<file path="config.mk">
export PLATFORM = sky130hd
export DESIGN_NAME = shift_add_sequencer
export DESIGN_NICKNAME = d
export VERILOG_FILES = /design/src/rtl/shift_add_sequencer.sv
export SDC_FILE = /design/constraint.sdc
export NUM_CORES = 1
export LEC_CHECK = 0
export ABC_AREA = 1
export CAP_MARGIN = 20
export CORE_MARGIN = 3
export CORE_UTILIZATION = 57
export CTS_CLUSTER_DIAMETER = 50
export DETAILED_ROUTE_END_ITERATION = 16
export PLACE_DENSITY = 0.87
export REMOVE_ABC_BUFFERS = 1
export SYNTH_ARGS = -nofsm -noshare
export SYNTH_HDL_FRONTEND = slang
export SYNTH_SLANG_ARGS = --single-unit
</file>
<file path="constraint.sdc">
create_clock -name clk -period 4.9 [get_ports clk]
set_input_delay 0.735 -clock clk [delete_from_list [all_inputs] [get_ports clk]]
set_output_delay 0.735 -clock clk [all_outputs]
set_load 0.05 [all_outputs]
</file>
<file path="src/rtl/shift_add_sequencer.sv">
// ============================================================================
// Module   : shift_add_sequencer
// Brief    : Control/accumulate stage of a sequential shift-add multiplier.
// Revision : 1.0 - initial release
// ============================================================================
`default_nettype none

module shift_add_sequencer #(
    parameter int WIDTH      = 32,
    parameter bit EARLY_EXIT = 1'b1
) (
    input  logic                       clk,
    input  logic                       reset,
    input  logic                       start,
    input  logic [WIDTH-1:0]           multiplier,
    input  logic [WIDTH-1:0]           mcand_sh,
    output logic                       shift,
    output logic                       add_shift,
    output logic                       busy,
    output logic                       done,
    output logic [WIDTH-1:0]           product,
    output logic [$clog2(WIDTH):0]     iter
);

    localparam int                  c_ITER_W    = $clog2(WIDTH) + 1;
    localparam logic [c_ITER_W-1:0] c_LAST_ITER = c_ITER_W'(WIDTH - 1);

    typedef enum logic [1:0] {
        S_IDLE = 2'd0,
        S_RUN  = 2'd1,
        S_DONE = 2'd2
    } state_t;

    state_t              r_state;
    state_t              w_state_nxt;
    logic [WIDTH-1:0]    r_acc;
    logic [WIDTH-1:0]    w_acc_nxt;
    logic [WIDTH-1:0]    r_mreg;
    logic [WIDTH-1:0]    w_mreg_nxt;
    logic [WIDTH-1:0]    w_mreg_sh;
    logic [c_ITER_W-1:0] r_iter;
    logic [c_ITER_W-1:0] w_iter_nxt;

    always_ff @(posedge clk) begin
        if (reset) begin
            r_state <= S_IDLE;
            r_acc   <= '0;
            r_mreg  <= '0;
            r_iter  <= '0;
        end else begin
            r_state <= w_state_nxt;
            r_acc   <= w_acc_nxt;
            r_mreg  <= w_mreg_nxt;
            r_iter  <= w_iter_nxt;
        end
    end

    always_comb begin
        w_state_nxt = r_state;
        w_acc_nxt   = r_acc;
        w_mreg_nxt  = r_mreg;
        w_iter_nxt  = r_iter;
        w_mreg_sh   = r_mreg >> 1;
        shift       = 1'b0;
        add_shift   = 1'b0;
        busy        = 1'b0;
        done        = 1'b0;

        case (r_state)
            S_IDLE: begin
                if (start) begin
                    w_mreg_nxt  = multiplier;
                    w_acc_nxt   = '0;
                    w_iter_nxt  = '0;
                    // A zero multiplier has no iterations to run at all.
                    w_state_nxt = (EARLY_EXIT && (multiplier == '0)) ? S_DONE : S_RUN;
                end
            end
            S_RUN: begin
                busy       = 1'b1;
                add_shift  = r_mreg[0];
                shift      = ~r_mreg[0];
                w_acc_nxt  = r_acc + (r_mreg[0] ? mcand_sh : '0);
                w_mreg_nxt = w_mreg_sh;
                w_iter_nxt = r_iter + 1'b1;
                if ((r_iter == c_LAST_ITER) || (EARLY_EXIT && (w_mreg_sh == '0))) begin
                    w_state_nxt = S_DONE;
                end
            end
            S_DONE: begin
                done        = 1'b1;
                w_state_nxt = S_IDLE;
            end
            default: begin
                w_state_nxt = S_IDLE;
            end
        endcase
    end

    assign product = r_acc;
    assign iter    = r_iter;

endmodule

`default_nettype wire

</file>
==> results of run 1 <==
==> worst min-delay path by stage <==
stage / from / end / slack [ns]
after floorplan: r_mreg[31]$_SDFFE_PP0P_ / r_mreg[31]$_SDFFE_PP0P_ / 0.45
after global placement: iter[5]$_SDFFE_PP0P_ / iter[5]$_SDFFE_PP0P_ / 0.47
after detailed placement: iter[5]$_SDFFE_PP0P_ / iter[5]$_SDFFE_PP0P_ / 0.47
after CTS: product[31]$_SDFFE_PP0P_ / product[31]$_SDFFE_PP0P_ / 0.49
after global routing: product[14]$_SDFFE_PP0P_ / product[14]$_SDFFE_PP0P_ / 0.50
final: product[31]$_SDFFE_PP0P_ / product[31]$_SDFFE_PP0P_ / 0.48
==> synth_stat cells (5+ instances only) <==
cell type	count	area share, %
clkbuf_1	15	1.0
a31oi_1	32	3.6
nand3_1	43	3.8
nor2_1	52	3.5
ha_1	32	7.1
nor3_1	6	0.53
o21ai_1	12	1.1
inv_1	164	11
buf_2	5	0.45
nor4_1	11	1.2
o21ai_0	29	2.6
dfxtp_1	72	26
buf_4	6	0.80
a21oi_1	67	6.0
nand4_1	8	0.89
nand2_1	367	25
nor2_2	5	0.56
==> area by class of cell <==
type,instances,area (um^2),share of cell area [%]
clock buffer,10,128,1.84
clock inverter,6,92.6,1.34
inverter,167,629,9.09
multi-input combinational,692,3370,48.7
sequential,72,1440,20.8
tap,129,161,2.33
timing repair buffer,111,1100,15.9
==> registers in the layout, indices dropped and copies added, names as in the netlist <==
name     cells
product     32
iter         6
r_mreg      32
r_state      2
==> per-layer routing <==
metal / global-route usage [%] / vias to the layer above
met5: 0 / -
met4: 7.59 / 0
met3: 4.78 / 20
met2: 45.1 / 193
met1: 36.2 / 2652
li1: - / 3213
==> kinds of logic after synthesis <==
| group | count (synthesis) | share of synthesized area [%] |
|---|---|---|
| flops | 72 | 25.7 |
| compound gates | 148 | 14.5 |
| simple gates | 510 | 37.9 |
| buf+inv | 198 | 14.3 |
| fa+ha+maj | 33 | 7.48 |
| xor+xnor | 1 | 0.156 |
==> worst reg2reg max path: cells and delay by family (launching register included) <==
kind,cells,cell delay [ns]
simple gates,9,0.89
flops,1,0.67
buf+inv,4,0.60
fa+ha+maj,2,0.52
compound gates,1,0.06
==> stage by stage <==
stage                     area, um^2  hold WS, ns  power (mW)  utilization (%)
after global routing            6930        0.504        2.04             73.6
after detailed placement        6710        0.471        1.40             71.2
after floorplan                 5440        0.448        1.17                -
after global placement          6710        0.467        1.39             71.2
final                           6930        0.483        1.92             73.6
after CTS                       6930        0.487        1.93             73.6
==> power by group through the flow <==
stage,clock network [mW],registers (mW),logic (mW)
3_5_place_dp,0,0.736,0.665
3_3_place_gp,0,0.736,0.657
6_report,0.532,0.726,0.667
5_1_grt,0.562,0.737,0.746
4_1_cts,0.535,0.724,0.667
2_1_floorplan,0,0.786,0.383
==> flow_summary.json, run 1 <==
{
  "grt_pass1_vias": 5494,
  "layout_common_cells": "367 x nand2_1, 164 x inv_1, 108 x clkdlybuf4s50_1",
  "wl_per_cell_um": 12.5,
  "synth-async-reset-ratio_pct": 0,
  "grt_pass1_wl_um": 25100,
  "setup_slack_ns": 1.57,
  "n_fill_cell": 836,
  "io_buffers": 108,
  "cts_hold_buf": 0,
  "final_max_slew_viol_count": 0,
  "setup_violations": 0,
  "p_per_area_nw_per_um2": 278,
  "skew_ns": 0.0142,
  "switching_power_uw": 738,
  "dp_cells": 1171,
  "diodes": 0,
  "r2r-end": "product[28]$_SDFFE_PP0P_",
  "critPathMaxFanout": 41,
  "yosys.cell_types.count": 37,
  "cpPeakStageDelay_ns": 0.82,
  "rows": 35,
  "cts.path.max_buffers": 2,
  "cp.arrival_ns": 2.60,
  "ff2ff_setup_slack_ns": 2.03,
  "cp-end-kind": "primary output",
  "grt_max_degree": 56,
  "p_seq_share_pct": 37.7,
  "syn_area_um2": 5620,
  "switching_share_pct": 38.4,
  "drc": 0,
  "critPathTopFamily": "buffers and inverters",
  "htreeDepth": 3,
  "finalWirelength_um": 14900,
  "path_class": "flip-flop to primary output",
  "dr_wl_met2_um": 6810,
  "drt-pass1-iter-count": 5,
  "power_frac_clock_pct": 27.6,
  "drive_above_1_share_pct": 3.88,
  "synth-edff-count": 0,
  "instances_no_fill": 1187,
  "synth_warnings": 0,
  "hold_path_class": "flip-flop to flip-flop",
  "topRoutingLayerUsed": "met4",
  "tns_ns": 0,
  "fmax_ghz": 0.300,
  "rsz0062_at_grt": "no",
  "clock_latency_ns": 0.35,
  "grtUsageTotal_pct": 27.2,
  "die_y_um": 105,
  "cts_setup_buffers": 0,
  "min_path_cells": 2,
  "relSlewSlack_pct": 43.8,
  "syn2layout_area_growth_pct": 23.3,
  "cts_buffers": 9,
  "required_ns": 4.16,
  "crit_top_cell": "inv_2",
  "finish.net_count": 1153,
  "intPower_mw": 1.19,
  "hold_violations": 0,
  "min_period_over_period_pct": 68.0,
  "timing.max_cap.violations": 0,
  "syn_area_per_cell_um2": 5.84,
  "die_w_um": 105,
  "clock_sinks": 72,
  "clockRootBuffer": "clkbuf_8",
  "path_depth": 5,
  "overflow": 0,
  "cp-startpoint": "r_state[0]$_SDFFE_PP0P_",
  "ir_drop_mv": 0.236,
  "gp_congestion": 0.955,
  "drtAntennaViolNets": 0,
  "r2r-start": "r_mreg[0]$_SDFFE_PP0P_",
  "yosysSeqAreaShare_pct": 25.7,
  "viasPerCell": 5.12,
  "crit_slowest_cell": "clkdlybuf4s50_1",
  "ys_ff_latch": 72,
  "synth_flop_cell": "dfxtp_1",
  "rr_worst_depth": 16,
  "timing.critical_path.cells": "inv_2, nor2_8, inv_2, nor2_1, clkdlybuf4s50_1",
  "antenna_found_initial": 0,
  "max_slew.worst_pin.slew_ns": 0.842,
  "cts_tree": "done",
  "status": "finished, final reports clean",
  "hpwl_um": 11300,
  "dpl_worst_slack_ns": 1.90,
  "synthCells": 962,
  "num_vias": 6078,
  "layout_commonest_cell": "nand2_1",
  "layout_min_cycle_time_ns": 3.33,
  "io_pins": 109,
  "wl_met1_um": 6780,
  "ctsResizeCount": 0,
  "dieArea_um2": 11100,
  "start_util_pct": 59.7,
  "path_clk_slew_ns": 0.08,
  "met3_length_um": 1070,
  "start_kind": "flip-flop",
  "leakage_nw": 3.52,
  "drtIter0Drc": 345,
  "pwr-share-comb_pct": 34.6,
  "cp_num_buf_inv": 3,
  "core-area_um2": 9420,
  "critPathCapture": "add_shift"
}
(Power assumes the default switching activity.)
==> inputs of run 2 (changes only) <==
Settings changed: CORE_UTILIZATION 57 to 48, PLACE_DENSITY 0.87 to 0.78.
Clock period 4.9 ns to 2.8 ns, I/O delays scaled along.
==> run 2 against run 1 <==
Wire length is 4.9% higher. Total power grew 93%. Final area up 2.4%.
==> flow_summary.json, run 2 (synthesis results as in run 1) <==
{
  "dp_cells": 1187,
  "dpl_cell_area_um2": 6780,
  "cp-end-kind": "primary output",
  "grt_pass1_vias": 5578,
  "overflow": 0,
  "final_max_slew_viol_count": 0,
  "drive_above_1_share_pct": 4.42,
  "clock_sinks": 72,
  "clock_latency_ns": 0.33,
  "timing.critical_path.cells": "inv_2, nor2_8, clkdlybuf4s50_1",
  "start_kind": "flip-flop",
  "r2r-start": "r_mreg[0]$_SDFFE_PP0P_",
  "intPower_mw": 2.38,
  "required_ns": 2.38,
  "final_area_um2": 7090,
  "cts_tree": "done",
  "critPathTopFamily": "buffers and inverters",
  "hold_path_class": "flip-flop to flip-flop",
  "grt_max_degree": 56,
  "finalWirelength_um": 15600,
  "switching_share_pct": 35.9,
  "num_vias": 6146,
  "status": "finished, final reports clean",
  "fin_util_pct": 63.7,
  "rows": 38,
  "io_pins": 109,
  "layout_min_cycle_time_ns": 2.39,
  "grt_pass1_wl_um": 26100,
  "cts_buffers": 9,
  "ir_drop_mv": 0.370,
  "fmax_ghz": 0.418,
  "die_w_um": 114,
  "path_clk_slew_ns": 0.06,
  "cpPeakStageDelay_ns": 0.89,
  "drt-pass1-iter-count": 6,
  "hold_violations": 0,
  "grtUsageTotal_pct": 24.4,
  "crit_slowest_cell": "clkdlybuf4s50_1",
  "io_buffers": 108,
  "relSlewSlack_pct": 47.1,
  "power_frac_clock_pct": 32.9,
  "start_util_pct": 50.5,
  "cp.arrival_ns": 1.97,
  "drtAntennaViolNets": 0,
  "n_fill_cell": 1084,
  "critPathMaxFanout": 17,
  "p_seq_share_pct": 34.0,
  "timing.max_cap.violations": 0,
  "hpwl_um": 11900,
  "viasPerCell": 5.11,
  "gp_congestion": 0.952,
  "ctsResizeCount": 0,
  "cts_setup_buffers": 0,
  "diodes": 0,
  "clockRootBuffer": "clkbuf_16",
  "cts.path.max_buffers": 2,
  "ff2ff_setup_slack_ns": 0.47,
  "path_class": "flip-flop to primary output",
  "instances_no_fill": 1203,
  "leakage_nw": 3.60,
  "p_per_area_nw_per_um2": 523,
  "dpl_worst_slack_ns": 0.210,
  "min-delay-start": "iter[5]$_SDFFE_PP0P_",
  "drc": 0,
  "setup_slack_ns": 0.405,
  "dieArea_um2": 13000,
  "tns_ns": 0,
  "core-area_um2": 11100,
  "htreeDepth": 3,
  "wl_per_cell_um": 13.0,
  "cp-startpoint": "r_state[0]$_SDFFE_PP0P_",
  "max_slew.worst_pin.slew_ns": 0.792,
  "cts_hold_buf": 0,
  "min_period_over_period_pct": 85.5,
  "antenna_found_initial": 0,
  "switching_power_mw": 1.33,
  "rsz0062_at_grt": "no",
  "syn2layout_area_growth_pct": 26.3,
  "pwr-share-comb_pct": 33.1,
  "layout_common_cells": "367 x nand2_1, 164 x inv_1, 106 x clkdlybuf4s50_1",
  "skew_ns": 0.00383,
  "layout_commonest_cell": "nand2_1",
  "drtIter0Drc": 342,
  "die_y_um": 114,
  "cp_num_buf_inv": 2,
  "setup_violations": 0,
  "finish.net_count": 1158
}
[run 2: power by group through the flow]
| stage | sequential, mW | clock, mW | combinational [mW] |
|---|---|---|---|
| global route | 1.28 | 1.28 | 1.37 |
| floorplan | 1.38 | 0 | 0.670 |
| detailed placement | 1.28 | 0 | 1.23 |
| finish | 1.26 | 1.22 | 1.23 |
| CTS | 1.26 | 1.24 | 1.23 |
| global placement | 1.28 | 0 | 1.21 |
[run 2: worst reg2reg max path, stage by stage, from the launching register on]
cell and delay (ns):
dfxtp_1 0.38, buf_4 0.24, nand2_1 0.09, inv_1 0.07, ha_1 0.28, nand2_1 0.13, inv_1 0.06, nand2_1 0.08
inv_1 0.07, a21oi_1 0.16, nand2_1 0.21, nand2_1 0.17, nand2_1 0.07, nand2_1 0.06, nand3_1 0.06, a21oi_1 0.13
[run 2: metal layers]
layer / routed length (um) / track usage (%)
met5: 0 / 0
met4: 179 / 4.59
met3: 1090 / 5.71
met2: 7210 / 40.9
met1: 7110 / 32.3
[run 2: final timing paths]
path                              endpoint  cells after the start
setup reg to reg  product[29]$_SDFFE_PP0P_                     15
hold reg to reg       iter[5]$_SDFFE_PP0P_                      1
setup / recovery                      busy                      3
hold / removal        iter[5]$_SDFFE_PP0P_                      1
[run 2: final cells by class]
cell class | count | area, um^2 | area share [%]
Clock inverter | 5 | 81.3 | 1.15
Multi-Input combinational cell | 692 | 3370 | 47.5
Sequential cell | 72 | 1440 | 20.3
Timing Repair Buffer | 116 | 1160 | 16.4
Clock buffer | 11 | 233 | 3.28
Inverter | 167 | 629 | 8.87
Tap cell | 140 | 175 | 2.47
[run 2: metrics by stage]
stage	hold WS [ns]	total power, mW
2_1_floorplan	0.448	2.05
3_3_place_gp	0.457	2.49
3_5_place_dp	0.450	2.51
4_1_cts	0.467	3.73
5_1_grt	0.504	3.93
6_report	0.463	3.71
==> inputs of run 3 (changes only) <==
Settings changed: CAP_MARGIN 20 to 0, RECOVER_POWER from default to 100.
==> run 3 against run 2 <==
Die area unchanged. Total power down 0.80%. Wire length down 0.26%. Flip-flop and latch count unchanged. Cell count unchanged. Sequential power about the same. Combinational power about the same. Critical endpoint unchanged.
==> flow_summary.json, run 3 (synthesis results as in run 1) <==
{
  "io_buffers": 108,
  "path_class": "flip-flop to primary output",
  "io_pins": 109,
  "finish.net_count": 1158,
  "rsz0062_at_grt": "no",
  "layout_common_cells": "368 x nand2_1, 166 x inv_1, 72 x dfxtp_1",
  "max_slew.worst_pin.slew_ns": 0.776,
  "drtIter0Drc": 276,
  "clock_sinks": 72,
  "num_vias": 6134,
  "drc": 0,
  "r2r-start": "r_mreg[0]$_SDFFE_PP0P_",
  "tns_ns": 0,
  "drt-pass1-iter-count": 5,
  "setup_violations": 0,
  "wl_per_cell_um": 12.9,
  "timing.max_cap.violations": 0,
  "final_area_um2": 7070,
  "ctsResizeCount": 0,
  "hold_path_class": "flip-flop to flip-flop",
  "grt_max_degree": 56,
  "clockRootBuffer": "clkbuf_16",
  "htreeDepth": 3,
  "cp-end-kind": "primary output",
  "die_y_um": 114,
  "fmax_ghz": 0.405,
  "syn2layout_area_growth_pct": 25.9,
  "status": "finished, final reports clean",
  "viasPerCell": 5.10,
  "overflow": 0,
  "n_fill_cell": 1088,
  "required_ns": 2.38,
  "timing.critical_path.cells": "inv_1, nor2_8, dlygate4sd3_1",
  "dieArea_um2": 13000,
  "layout_commonest_cell": "nand2_1",
  "ir_drop_mv": 0.364,
  "cts.path.max_buffers": 2,
  "gp_congestion": 0.952,
  "timing.hold.ws_ns": 0.457,
  "path_clk_slew_ns": 0.06,
  "cts_tree": "done",
  "finalWirelength_um": 15600,
  "critPathMaxFanout": 17,
  "drtAntennaViolNets": 0,
  "regArea_um2": 1440,
  "diodes": 0,
  "multiInputGateArea_um2": 3360,
  "layout_min_cycle_time_ns": 2.47,
  "min-delay-start": "iter[5]$_SDFFE_PP0P_",
  "hpwl_um": 11900,
  "start_util_pct": 50.5,
  "skew_ns": 0.00382,
  "leakage_nw": 3.72,
  "cp.arrival_ns": 2.05,
  "cts_hold_buf": 0,
  "dpl_cell_area_um2": 6780,
  "start_kind": "flip-flop",
  "antenna_found_initial": 0,
  "p_per_area_nw_per_um2": 521,
  "grtUsageTotal_pct": 24.4,
  "grt_pass1_wl_um": 26100,
  "core-area_um2": 11100,
  "drive_above_1_share_pct": 3.95,
  "rows": 38,
  "grt_pass1_vias": 5578,
  "crit_slowest_cell": "dlygate4sd3_1",
  "final_max_slew_viol_count": 0,
  "cts_setup_buffers": 0,
  "fin_util_pct": 63.6,
  "cpPeakStageDelay_ns": 0.94,
  "die_w_um": 114,
  "cts_buffers": 9,
  "clock_latency_ns": 0.33,
  "min_period_over_period_pct": 88.2,
  "hold_violations": 0,
  "cp-startpoint": "r_state[0]$_SDFFE_PP0P_",
  "relSlewSlack_pct": 48.2
}
==> run 3: per-layer routing <==
metal,part of all wire (%),global-route usage (%)
met3,6.7,5.71
met1,46,32.3
met5,0,0
met2,46,40.9
met4,1.1,4.59
==> run 3: area by class of cell <==
class / instances / share of cell area (%)
Inverter: 167 / 8.86
Tap cell: 140 / 2.48
Timing Repair Buffer: 116 / 16.3
Clock buffer: 11 / 3.29
Clock inverter: 5 / 1.15
Multi-Input combinational cell: 692 / 47.5
Sequential cell: 72 / 20.4
==> run 3: power breakdown <==
| part | switching, mW | leakage, nW | internal (mW) |
|---|---|---|---|
| logic | 0.783 | 2.99 | 0.419 |
| clock network | 0.441 | 0.150 | 0.781 |
| registers | 0.102 | 0.589 | 1.16 |
| total | 1.33 | 3.72 | 2.36 |
==> run 3: through the flow <==
stage / total power, mW / instances / worst slack [ns]
after floorplan: 2.05 / 931 / 0.225
after global routing: 3.90 / 1203 / 0.146
after global placement: 2.49 / 1187 / 0.240
after CTS: 3.73 / 1203 / 0.391
final: 3.68 / 1203 / 0.329
after detailed placement: 2.51 / 1187 / 0.210
==> run 3: critical path: cells and delay by family, from the launching register on <==
kind | cells | cell delay [ns]
buffers and inverters | 2 | 1.05
AND/OR/NAND/NOR | 1 | 0.34
flip-flops | 1 | 0.32
==> run 3: worst paths after layout <==
path / slack [ns] / to / cells after the start
setup / recovery: 0.33 / busy / 3
hold / removal: 0.46 / iter[5]$_SDFFE_PP0P_ / 1
setup reg to reg: 0.37 / product[19]$_SDFFE_PP0P_ / 13
hold reg to reg: 0.46 / iter[5]$_SDFFE_PP0P_ / 1
